===== src/rtl/s_wb_pkg.sv =====
// Shared types and constants for the scalar result writeback controller.
// Unit ids, fixed unit latencies, and the in-flight slot record.
package s_wb_pkg;

  localparam int S_REGS = 8;
  localparam int UNIT_W = 2;
  localparam int DEST_W = 3;
  localparam int LAT_W  = 3;
  localparam int DATA_W = 64;

  localparam logic [UNIT_W-1:0] UNIT_CONST = 2'd0;
  localparam logic [UNIT_W-1:0] UNIT_LOGIC = 2'd1;
  localparam logic [UNIT_W-1:0] UNIT_ADD   = 2'd2;
  localparam logic [UNIT_W-1:0] UNIT_SHIFT = 2'd3;

  typedef struct packed {
    logic              valid;
    logic [UNIT_W-1:0] unit;
    logic [DEST_W-1:0] dest;
  } slot_t;

  // Edges from the accepting edge until the result sits at the unit output.
  function automatic logic [LAT_W-1:0] unit_lat(input logic [UNIT_W-1:0] unit);
    logic [LAT_W-1:0] lat;
    case (unit)
      UNIT_CONST, UNIT_LOGIC: lat = 3'd2;
      UNIT_ADD, UNIT_SHIFT:   lat = 3'd3;
      default:                lat = 3'd2;
    endcase
    return lat;
  endfunction

endpackage


===== src/rtl/s_wb_slot_chain.sv =====
// Fixed-latency slot chain: shifts toward slot 0 each edge, loads new ops at lat-1.
// Reports whether a given slot is occupied so issue can avoid write-port collisions.
module s_wb_slot_chain
  import s_wb_pkg::*;
#(
  parameter int MAX_LAT = 4
) (
  input  logic             clk,
  input  logic             rst_n,
  input  logic             load_en,
  input  logic [LAT_W-1:0] load_pos,
  input  slot_t            load_slot,
  input  logic [LAT_W-1:0] query_pos,
  output logic             query_busy,
  output slot_t            head
);

  slot_t slot    [MAX_LAT];
  slot_t shifted [MAX_LAT];

  always_comb begin
    for (int k = 0; k < MAX_LAT - 1; k++) begin
      shifted[k] = slot[k+1];
    end
    shifted[MAX_LAT-1] = '0;
    for (int k = 0; k < MAX_LAT; k++) begin
      if (load_en && load_pos == LAT_W'(k)) begin
        shifted[k] = load_slot;
      end
    end
  end

  always_ff @(posedge clk or negedge rst_n) begin
    if (!rst_n) begin
      for (int k = 0; k < MAX_LAT; k++) begin
        slot[k] <= '0;
      end
    end else begin
      for (int k = 0; k < MAX_LAT; k++) begin
        slot[k] <= shifted[k];
      end
    end
  end

  // Positions at or beyond MAX_LAT never match, so they read as empty.
  always_comb begin
    query_busy = 1'b0;
    for (int k = 0; k < MAX_LAT; k++) begin
      if (query_pos == LAT_W'(k)) begin
        query_busy = slot[k].valid;
      end
    end
  end

  assign head = slot[0];

endmodule


===== src/rtl/s_wb_ctrl.sv =====
// Scalar writeback controller: grants issue, tracks S-register reservations, drives the write port.
// Result written lat+1 edges after issue; no register-file backpressure, hazards stall issue.
module s_wb_ctrl
  import s_wb_pkg::*;
#(
  parameter int NUM_UNITS = 4,
  parameter int MAX_LAT   = 4
) (
  input  logic                        clk,
  input  logic                        rst_n,
  input  logic                        i_issue,
  input  logic [UNIT_W-1:0]           i_unit,
  input  logic [DEST_W-1:0]           i_dest,
  output logic                        o_issue_ok,
  input  logic [DATA_W*NUM_UNITS-1:0] i_unit_res,
  output logic [S_REGS-1:0]           o_s_busy,
  output logic                        o_we,
  output logic [DEST_W-1:0]           o_waddr,
  output logic [DATA_W-1:0]           o_wdata
);

  logic [LAT_W-1:0]  req_lat;
  logic              unit_ok;
  logic              port_taken;
  logic              accept;
  slot_t             req_slot;
  slot_t             head;
  logic [S_REGS-1:0] s_busy;
  logic [DATA_W-1:0] wb_data;

  assign req_lat  = unit_lat(i_unit);
  assign unit_ok  = 32'(i_unit) < NUM_UNITS;
  assign req_slot = '{valid: 1'b1, unit: i_unit, dest: i_dest};

  // An op already in slot[lat] would shift into our load position and share our write edge.
  assign o_issue_ok = unit_ok && !s_busy[i_dest] && !port_taken;
  assign accept     = i_issue && o_issue_ok;

  s_wb_slot_chain #(
    .MAX_LAT (MAX_LAT)
  ) u_chain (
    .clk        (clk),
    .rst_n      (rst_n),
    .load_en    (accept),
    .load_pos   (req_lat - LAT_W'(1)),
    .load_slot  (req_slot),
    .query_pos  (req_lat),
    .query_busy (port_taken),
    .head       (head)
  );

  always_comb begin
    wb_data = '0;
    for (int u = 0; u < NUM_UNITS; u++) begin
      if (head.unit == UNIT_W'(u)) begin
        wb_data = i_unit_res[DATA_W*u +: DATA_W];
      end
    end
  end

  // Reservation clears on the commit edge, i.e. while o_we for that register is high.
  always_ff @(posedge clk or negedge rst_n) begin
    if (!rst_n) begin
      s_busy <= '0;
    end else begin
      if (o_we) begin
        s_busy[o_waddr] <= 1'b0;
      end
      if (accept) begin
        s_busy[i_dest] <= 1'b1;
      end
    end
  end

  assign o_s_busy = s_busy;

  always_ff @(posedge clk or negedge rst_n) begin
    if (!rst_n) begin
      o_we    <= 1'b0;
      o_waddr <= '0;
      o_wdata <= '0;
    end else begin
      o_we <= head.valid;
      if (head.valid) begin
        o_waddr <= head.dest;
        o_wdata <= wb_data;
      end
    end
  end

endmodule


===== config.mk =====
export PLATFORM = sky130hd
export DESIGN_NAME = s_wb_ctrl
export DESIGN_NICKNAME = d
export VERILOG_FILES = /design/src/rtl/s_wb_pkg.sv /design/src/rtl/s_wb_slot_chain.sv /design/src/rtl/s_wb_ctrl.sv
export SDC_FILE = /design/constraint.sdc
export NUM_CORES = 1
export LEC_CHECK = 0
export ABC_AREA = 1
export CAP_MARGIN = 20
export CORE_AREA = 2 2 131 133
export DETAILED_ROUTE_END_ITERATION = 16
export DIE_AREA = 0 0 133 135
export PLACE_DENSITY = 0.76
export SETUP_SLACK_MARGIN = 0.2
export SLEW_MARGIN = 20
export SYNTH_ARGS = -nofsm -noshare
export SYNTH_HDL_FRONTEND = slang
export SYNTH_SLANG_ARGS = --single-unit

===== constraint.sdc =====
create_clock -name clk -period 3.2 [get_ports clk]
set_clock_uncertainty 0.15 [all_clocks]
set_input_delay 0.96 -clock clk [delete_from_list [all_inputs] [get_ports clk]]
set_output_delay 0.96 -clock clk [all_outputs]
set_load 0.02 [all_outputs]

* Word level (Yosys, flattened, before mapping)
Index checks and enable logic that the tools add are counted.
** Storage, ports and cells
- Input port bits :: 264
- Flip-flop bits (word level) :: 100
** Operators by class
- Reduce and logical (&&, ||, !) cells :: 16
- Bitwise gates (word level) :: 3
- Muxes and demuxes :: 21
- $add $sub $neg :: 1
- Equal/unequal tests :: 12
- Magnitude comparators :: 4
** Operators by type and width (count)
- $mux 64 :: 4
- $mux 6 :: 4
- $mux 8 :: 2
- $eq 3x2->1 const B :: 4
- $and 8x8->8 :: 1
- $eq 2x2->1 const B :: 4
- $logic_and 1x1->1 :: 8
- $lt 3x4->1 const B :: 2
- $not 8->8 :: 1
- $or 8x8->8 :: 1
- $mux 1 :: 7
- $demux 1 s3 :: 2
- $eq 3x1->1 const B :: 2
- $ge 3x1->1 const B :: 2
- $logic_not 3->1 :: 2
- $pmux 3 s2 :: 1
- $eq 2x1->1 const B :: 2
- $logic_not 2->1 :: 2
- $reduce_or 2->1 :: 2
- $bmux 1 s3 :: 1
- $sub 3x1->3 const B :: 1
- $logic_not 1->1 :: 2

* Longest topological paths before layout
Gate-level depths: netlist of run 1.
- Depth after elaboration :: 13
- Gate-level depth with buffers :: 10
- Mapped depth without buffers :: 9

* Cells and area by module
From an unflattened synthesis of run 1, not the netlist that was laid out.
** Second synthesis, totals
- Cell total of the unflattened synthesis :: 768
- Area total of the unflattened synthesis :: 5636.7 µm²
** Modules (own cells, without submodules)
- s_wb_ctrl :: cells an instance 658, instances 1, area each 4581.9 µm²
- s_wb_slot_chain :: cells an instance 110, instances 1, area each 1054.8 µm²

* Least setup slack after synthesis of run 1
No wires, ideal clock.
- Path kind :: input-to-output
- From :: input i_dest[1]
- To :: output o_issue_ok
- Buffers on the path :: 1
- Stages :: 7
- Slack :: 367 ps
- Data arrival time :: 1723 ps
- Cell sequence :: buf_2 -> nor2_1 -> nand3_1 -> nand2_1 -> nor2_2 -> nand2_1 -> inv_1
** Between the ends
- Word-level cells in the longest chain between the ends :: 4
** RTL lines
- from (decl) :: line s_wb_ctrl.sv:13 : input logic [DEST_W-1:0] i_dest,
- $bmux 1 s3 :: line s_wb_ctrl.sv:36 : assign o_issue_ok = unit_ok && !s_busy[i_dest] && !port_taken;
- $mux 1 (implied by the code) :: line s_wb_ctrl.sv:36
- $logic_not 1->1 :: line s_wb_ctrl.sv:36
- $logic_and 1x1->1 :: line s_wb_ctrl.sv:36
- to (decl) :: line s_wb_ctrl.sv:14 : output logic o_issue_ok,
Every way passes these cells. The select of a mux whose other input is x is not followed.

* Worst setup path after layout of run 1
- From :: input i_dest[2]
- To :: output o_issue_ok
The elaborated chain is that of the path after synthesis.

==> impl_metrics.ini, run 1 <==
[yosys]
synth.area.top_cells = dfrtp_1 (47%), nand2_1 (17%), nand3_1 (8.8%), a21oi_1 (6.4%), a31oi_1 (6.0%)
synth_area_leader_cell = dfrtp_1
synth_cell_types = 20
syn_avg_cell_area_um2 = 7.29
yosysSeqAreaShare_pct = 46.7
synth_nets = 955
synth_area_mm2 = 0.00504
yosys_warnings = 0
ys_seq_elements = 94
synthCells = 691
synth_top_area_share_pct = 46.7

[layout]
final_nets = 1284
fin_area_mm2 = 0.00903
postLayoutCoreUtil_pct = 55.1
antennaDiodeCount = 0
drive_gt1_share_pct = 6.15
finalNonFillerCells = 1245
layout_common_cells = clkdlybuf4s50_1 (334), nand2_1 (225), dfrtp_1 (92)
mostFrequentLayoutCell = clkdlybuf4s50_1
syn_to_final_growth_pct = 79.4

[critical_path]
crit_chain = buf_2 -> inv_2 -> nor2_2 -> nand3_1 -> nand2_1 -> nor2_2 -> nand2_1 -> inv_1 -> buf_6
path_class = in -> out
startpoint_type = primary input
max_stage_delay_ps = 170
path_delay_family = simple AND/OR/NAND/NOR gates
cp_slowest_cell = buf_2
path_buf_inv = 4
path_max_fanout = 6
endpoint_kind = output port
cp_data_arrival_time_ps = 1820
critPathRequiredTime_ps = 2090

[global_routing]
grt_pass1_wl_um = 30800
antenna_found_initial = 0
grt_max_degree = 55
grt-ovfl-total = 0
first_global_vias = 5873
grt_usage_pct = 21.7

[timing]
final.setup.tns_ps = 0
max-slew-margin-rel_pct = 46.6
hold_ws_ps = 199
grt_setup_unrepaired = no
finalMaxSlewViolations = 0
tightest_slew_ps = 800
finalCritPeriodShare_pct = 91.5
postLayoutSetupSlackWorst_ps = 273
min_period_ps = 2930
hold_viol = 0
fmax_mhz = 342
setup-violations-final = 0

[pwr]
p_per_area_mw_per_mm2 = 606
power_leakage_nw = 3.85
peakVddDrop_v = 0.000330
p_total_mw = 5.47

[routing]
via_per_inst = 4.86
highest_layer = met4
ant_nets = 0
met2_length_um = 10100
drt-initial-drc-count = 398
drtPass1Iterations = 5
dr_wl_met3_um = 1410
routedWlPerCell_um = 16.0
wirelength_um = 20000
m1WireLength_um = 8020
drc = 0
vias = 6050

[clock_tree]
cts.htree.levels = 3
clockBufferDepth = 2
clkSlewWorstSetupHoldPaths_ps = 70
clkLatencyLatePin_ps = 340
cts_made_buffers = 9
tritoncts = yes
cts-root-buf = clkbuf_16
holdBufCountCts = 0
clock-sinks = 94

[placement]
dpl.cell_count = 1223
dpl.hpwl_um = 14900
gp_congestion = 0.827
placed_area_mm2 = 0.00870
port_buffers = 340
place_ws_ps = -650

[status]
outcome = completed

[floorplan]
die_y_um = 135
fp.coreArea_mm2 = 0.0164
die_x_um = 133
dieArea_mm2 = 0.0180
rows = 47
start_util_pct = 30.7
ios = 341

[job]
maxCapViolCount = 0

[hold_path]
holdCritPathClass = reg -> reg
==> sequential cells by signal, summed over array words and instances (netlist names) <==
signal        flops
o_waddr           3
u_chain.head      6
o_s_busy          8
o_we              1
u_chain.slot     12
o_wdata          64
==> timing repair <==
action                     in CTS  in global routing
resized for setup              21                  5
setup endpoints to repair       1                  1
cloned                          0                  0
pin swaps                       3                  0
buffers inserted                6                  0
==> synthesized netlist by cell type <==
cell type,n
buf_6,1
o21ai_1,4
or2_1,1
inv_1,15
dfrtp_1,94
nand4_1,4
a31oi_1,48
nor2_1,56
nor2_4,2
buf_2,22
nand3_4,1
inv_2,4
nor2_2,3
nand2_1,225
clkbuf_1,23
buf_1,2
o21ai_0,32
nand3_1,89
a21oi_1,64
inv_4,1
==> layer usage <==
metal,GRT usage [%],vias to the layer above
li1,-,2978
met1,25.6,2784
met2,39.0,258
met3,4.69,30
met4,7.65,0
met5,0,-
==> power breakdown <==
group	internal (mW)	switching, mW	total, mW
logic	1.26	1.30	2.56
registers	1.59	0.265	1.86
clock network	0.560	0.499	1.06
==> layout make-up <==
cell class | instances | area, um2
Clock inverter | 6 | 51.3
Inverter | 20 | 77.6
Fill cell | 1536 | 7370
Tap cell | 220 | 275
Clock buffer | 10 | 239
Sequential cell | 94 | 2360
Timing Repair Buffer | 366 | 3630
Multi-Input combinational cell | 529 | 2400
==> final timing paths <==
kind / start / end / slack (ps) / cells past startpoint
min reg2reg: u_chain.slot[13] / u_chain.head[1] / 200 / 0
max reg2reg: u_chain.head[3] / o_wdata[59] / 890 / 7
min in group asynchronous: rst_n / o_s_busy[3] / 430 / 2
min: u_chain.slot[13] / u_chain.head[1] / 200 / 0
max: i_dest[2] / o_issue_ok / 270 / 9
max in group asynchronous: rst_n / u_chain.head[5] / 1880 / 2
==> kinds of logic (layout without fill, tap and decap cells) <==
kind of cell | Yosys count | count (layout) | share of synthesized area, %
flip-flops | 94 | 94 | 46.7
AND/OR/NAND/NOR | 381 | 381 | 31.6
AO/OA/AOI/OAI | 148 | 148 | 15.9
buffers and inverters | 68 | 402 | 5.81
No activity file was read; power rests on OpenSTA's default activity.
==> run 2, diff against run 1 <==
Settings changed: GPL_TIMING_DRIVEN set to 1.
==> results of run 2 <==
Final layout, timing and power as in run 1 (identical DEF).
==> run 3, diff against run 2 <==
Settings changed: SETUP_SLACK_MARGIN 0.2 to not set.
==> impl_metrics.ini, run 3 (synthesis gave the netlist of run 1 again) <==
[timing]
grt_setup_unrepaired = no
setup-violations-final = 0
max-slew-margin-rel_pct = 46.7
finalMaxSlewViolations = 0
fmax_mhz = 324
tightest_slew_ps = 798
hold_viol = 0
min_period_ps = 3080
finalCritPeriodShare_pct = 96.4

[placement]
dpl.cell_count = 1223
dpl.hpwl_um = 14900
gp_congestion = 0.827
placed_area_mm2 = 0.00870
port_buffers = 340

[routing]
drt-initial-drc-count = 392
routedWlPerCell_um = 16.0
wirelength_um = 19900
ant_nets = 0
via_per_inst = 4.85
vias = 6007
drc = 0
drtPass1Iterations = 4

[layout]
multi_input_area_mm2 = 0.00239
final_nets = 1278
layout_common_cells = clkdlybuf4s50_1 (335), nand2_1 (225), dfrtp_1 (92)
registers.top_by_ff_count = o_wdata
antennaDiodeCount = 0
nFillCells = 1541
regArea_mm2 = 0.00236
finalNonFillerCells = 1239
syn_to_final_growth_pct = 78.5
postLayoutCoreUtil_pct = 54.8
drive_gt1_share_pct = 5.40
mostFrequentLayoutCell = clkdlybuf4s50_1
fin_area_mm2 = 0.00899
largest_reg_flops = 64

[hold_path]
holdPathStages = 0
holdCritPathClass = reg -> reg
min_to = u_chain.head[1]
hp-start = u_chain.slot[13]

[critical_path]
regToRegSetupSlack_ps = 900
path_class = in -> out
r2r_cells = 7
max_stage_delay_ps = 280
crit_top_cell = nand2_1
critPathRequiredTime_ps = 2090
path_max_fanout = 7
reg2reg_to = o_wdata[14]
path_buf_inv = 3
endpoint_kind = output port
cp_data_arrival_time_ps = 1970
r2r-start = u_chain.head[3]
path_delay_family = simple AND/OR/NAND/NOR gates
crit_chain = clkdlybuf4s15_1 -> nor2_1 -> nand3_1 -> nand2_1 -> nor2_2 -> nand2_1 -> inv_1 -> buf_4
cp_slowest_cell = clkdlybuf4s15_1
startpoint_type = primary input
startpoint = i_dest[1]

[pwr]
power_leakage_nw = 3.82
peakVddDrop_v = 0.000330
p_per_area_mw_per_mm2 = 606
p_total_mw = 5.45

[global_routing]
grt-ovfl-total = 0
grt_max_degree = 55
grt_usage_pct = 21.5
antenna_found_initial = 0
first_global_vias = 5802
grt_pass1_wl_um = 30500

[clock_tree]
tritoncts = yes
cts-root-buf = clkbuf_16
cts_made_buffers = 9
cts.htree.levels = 3
clock-sinks = 94
clkSlewWorstSetupHoldPaths_ps = 70
clkLatencyLatePin_ps = 340
clockBufferDepth = 2
holdBufCountCts = 0

[job]
maxCapViolCount = 0

[status]
outcome = completed

[floorplan]
dieArea_mm2 = 0.0180
rows = 47
die_x_um = 133
start_util_pct = 30.7
die_y_um = 135
ios = 341
fp.coreArea_mm2 = 0.0164
## run 3: cell count changes in the layout (fill, tap and decap cells not counted), sizes merged
cell           delta
buf               -9
clkdlybuf4s15     +2
clkbuf            +1
clkdlybuf4s50     +1
dlygate4sd2       -1
## run 3: worst max-delay path by stage
| stage | to | slack (ps) | depth (start not counted) |
|---|---|---|---|
| finish | o_issue_ok | 120 | 8 |
| global route | o_issue_ok | 20 | 8 |
| CTS | o_issue_ok | 40 | 8 |
| detailed placement | o_issue_ok | -650 | 7 |
| global placement | o_issue_ok | -630 | 8 |
| floorplan | o_issue_ok | 370 | 7 |
## run 3: layer usage
metal	routed length [um]	global-route usage (%)	part of all wire (%)	vias up
li1	-	-	-	2968
met1	7990	25.5	40	2762
met2	10100	38.7	51	245
met3	1390	4.69	7.0	32
met4	445	7.29	2.2	0
met5	0	0	0	-
## run 3: final cells by class
type / count / share of cell area [%]
flip-flops and latches: 94 / 26.2
repair buffers: 360 / 40.0
inverters: 20 / 0.863
clock inverters: 6 / 0.571
well taps: 220 / 3.06
clock buffers: 10 / 2.66
multi-input cells: 529 / 26.6
## run 3: repair_timing
action / in CTS / in global routing
resized for setup: 9 / 6
endpoints found under the setup margin: 1 / 1
setup buffers: 0 / 0
hold endpoints to repair: 0 / 0
pin swaps: 0 / 2
## run 3: power by group
part,leakage [nW],switching [mW],internal (mW)
logic,2.58,1.29,1.24
registers,1.10,0.266,1.59
clock network,0.134,0.497,0.560
## run 3: per-stage QoR
stage | TNS [ps] | hold WS, ps | setup slack [ps]
global route | 0 | 208 | 15.4
floorplan | 0 | 181 | 367
global placement | -630 | 182 | -630
CTS | 0 | 200 | 43.1
detailed placement | -650 | 185 | -650
finish | 0 | 199 | 116
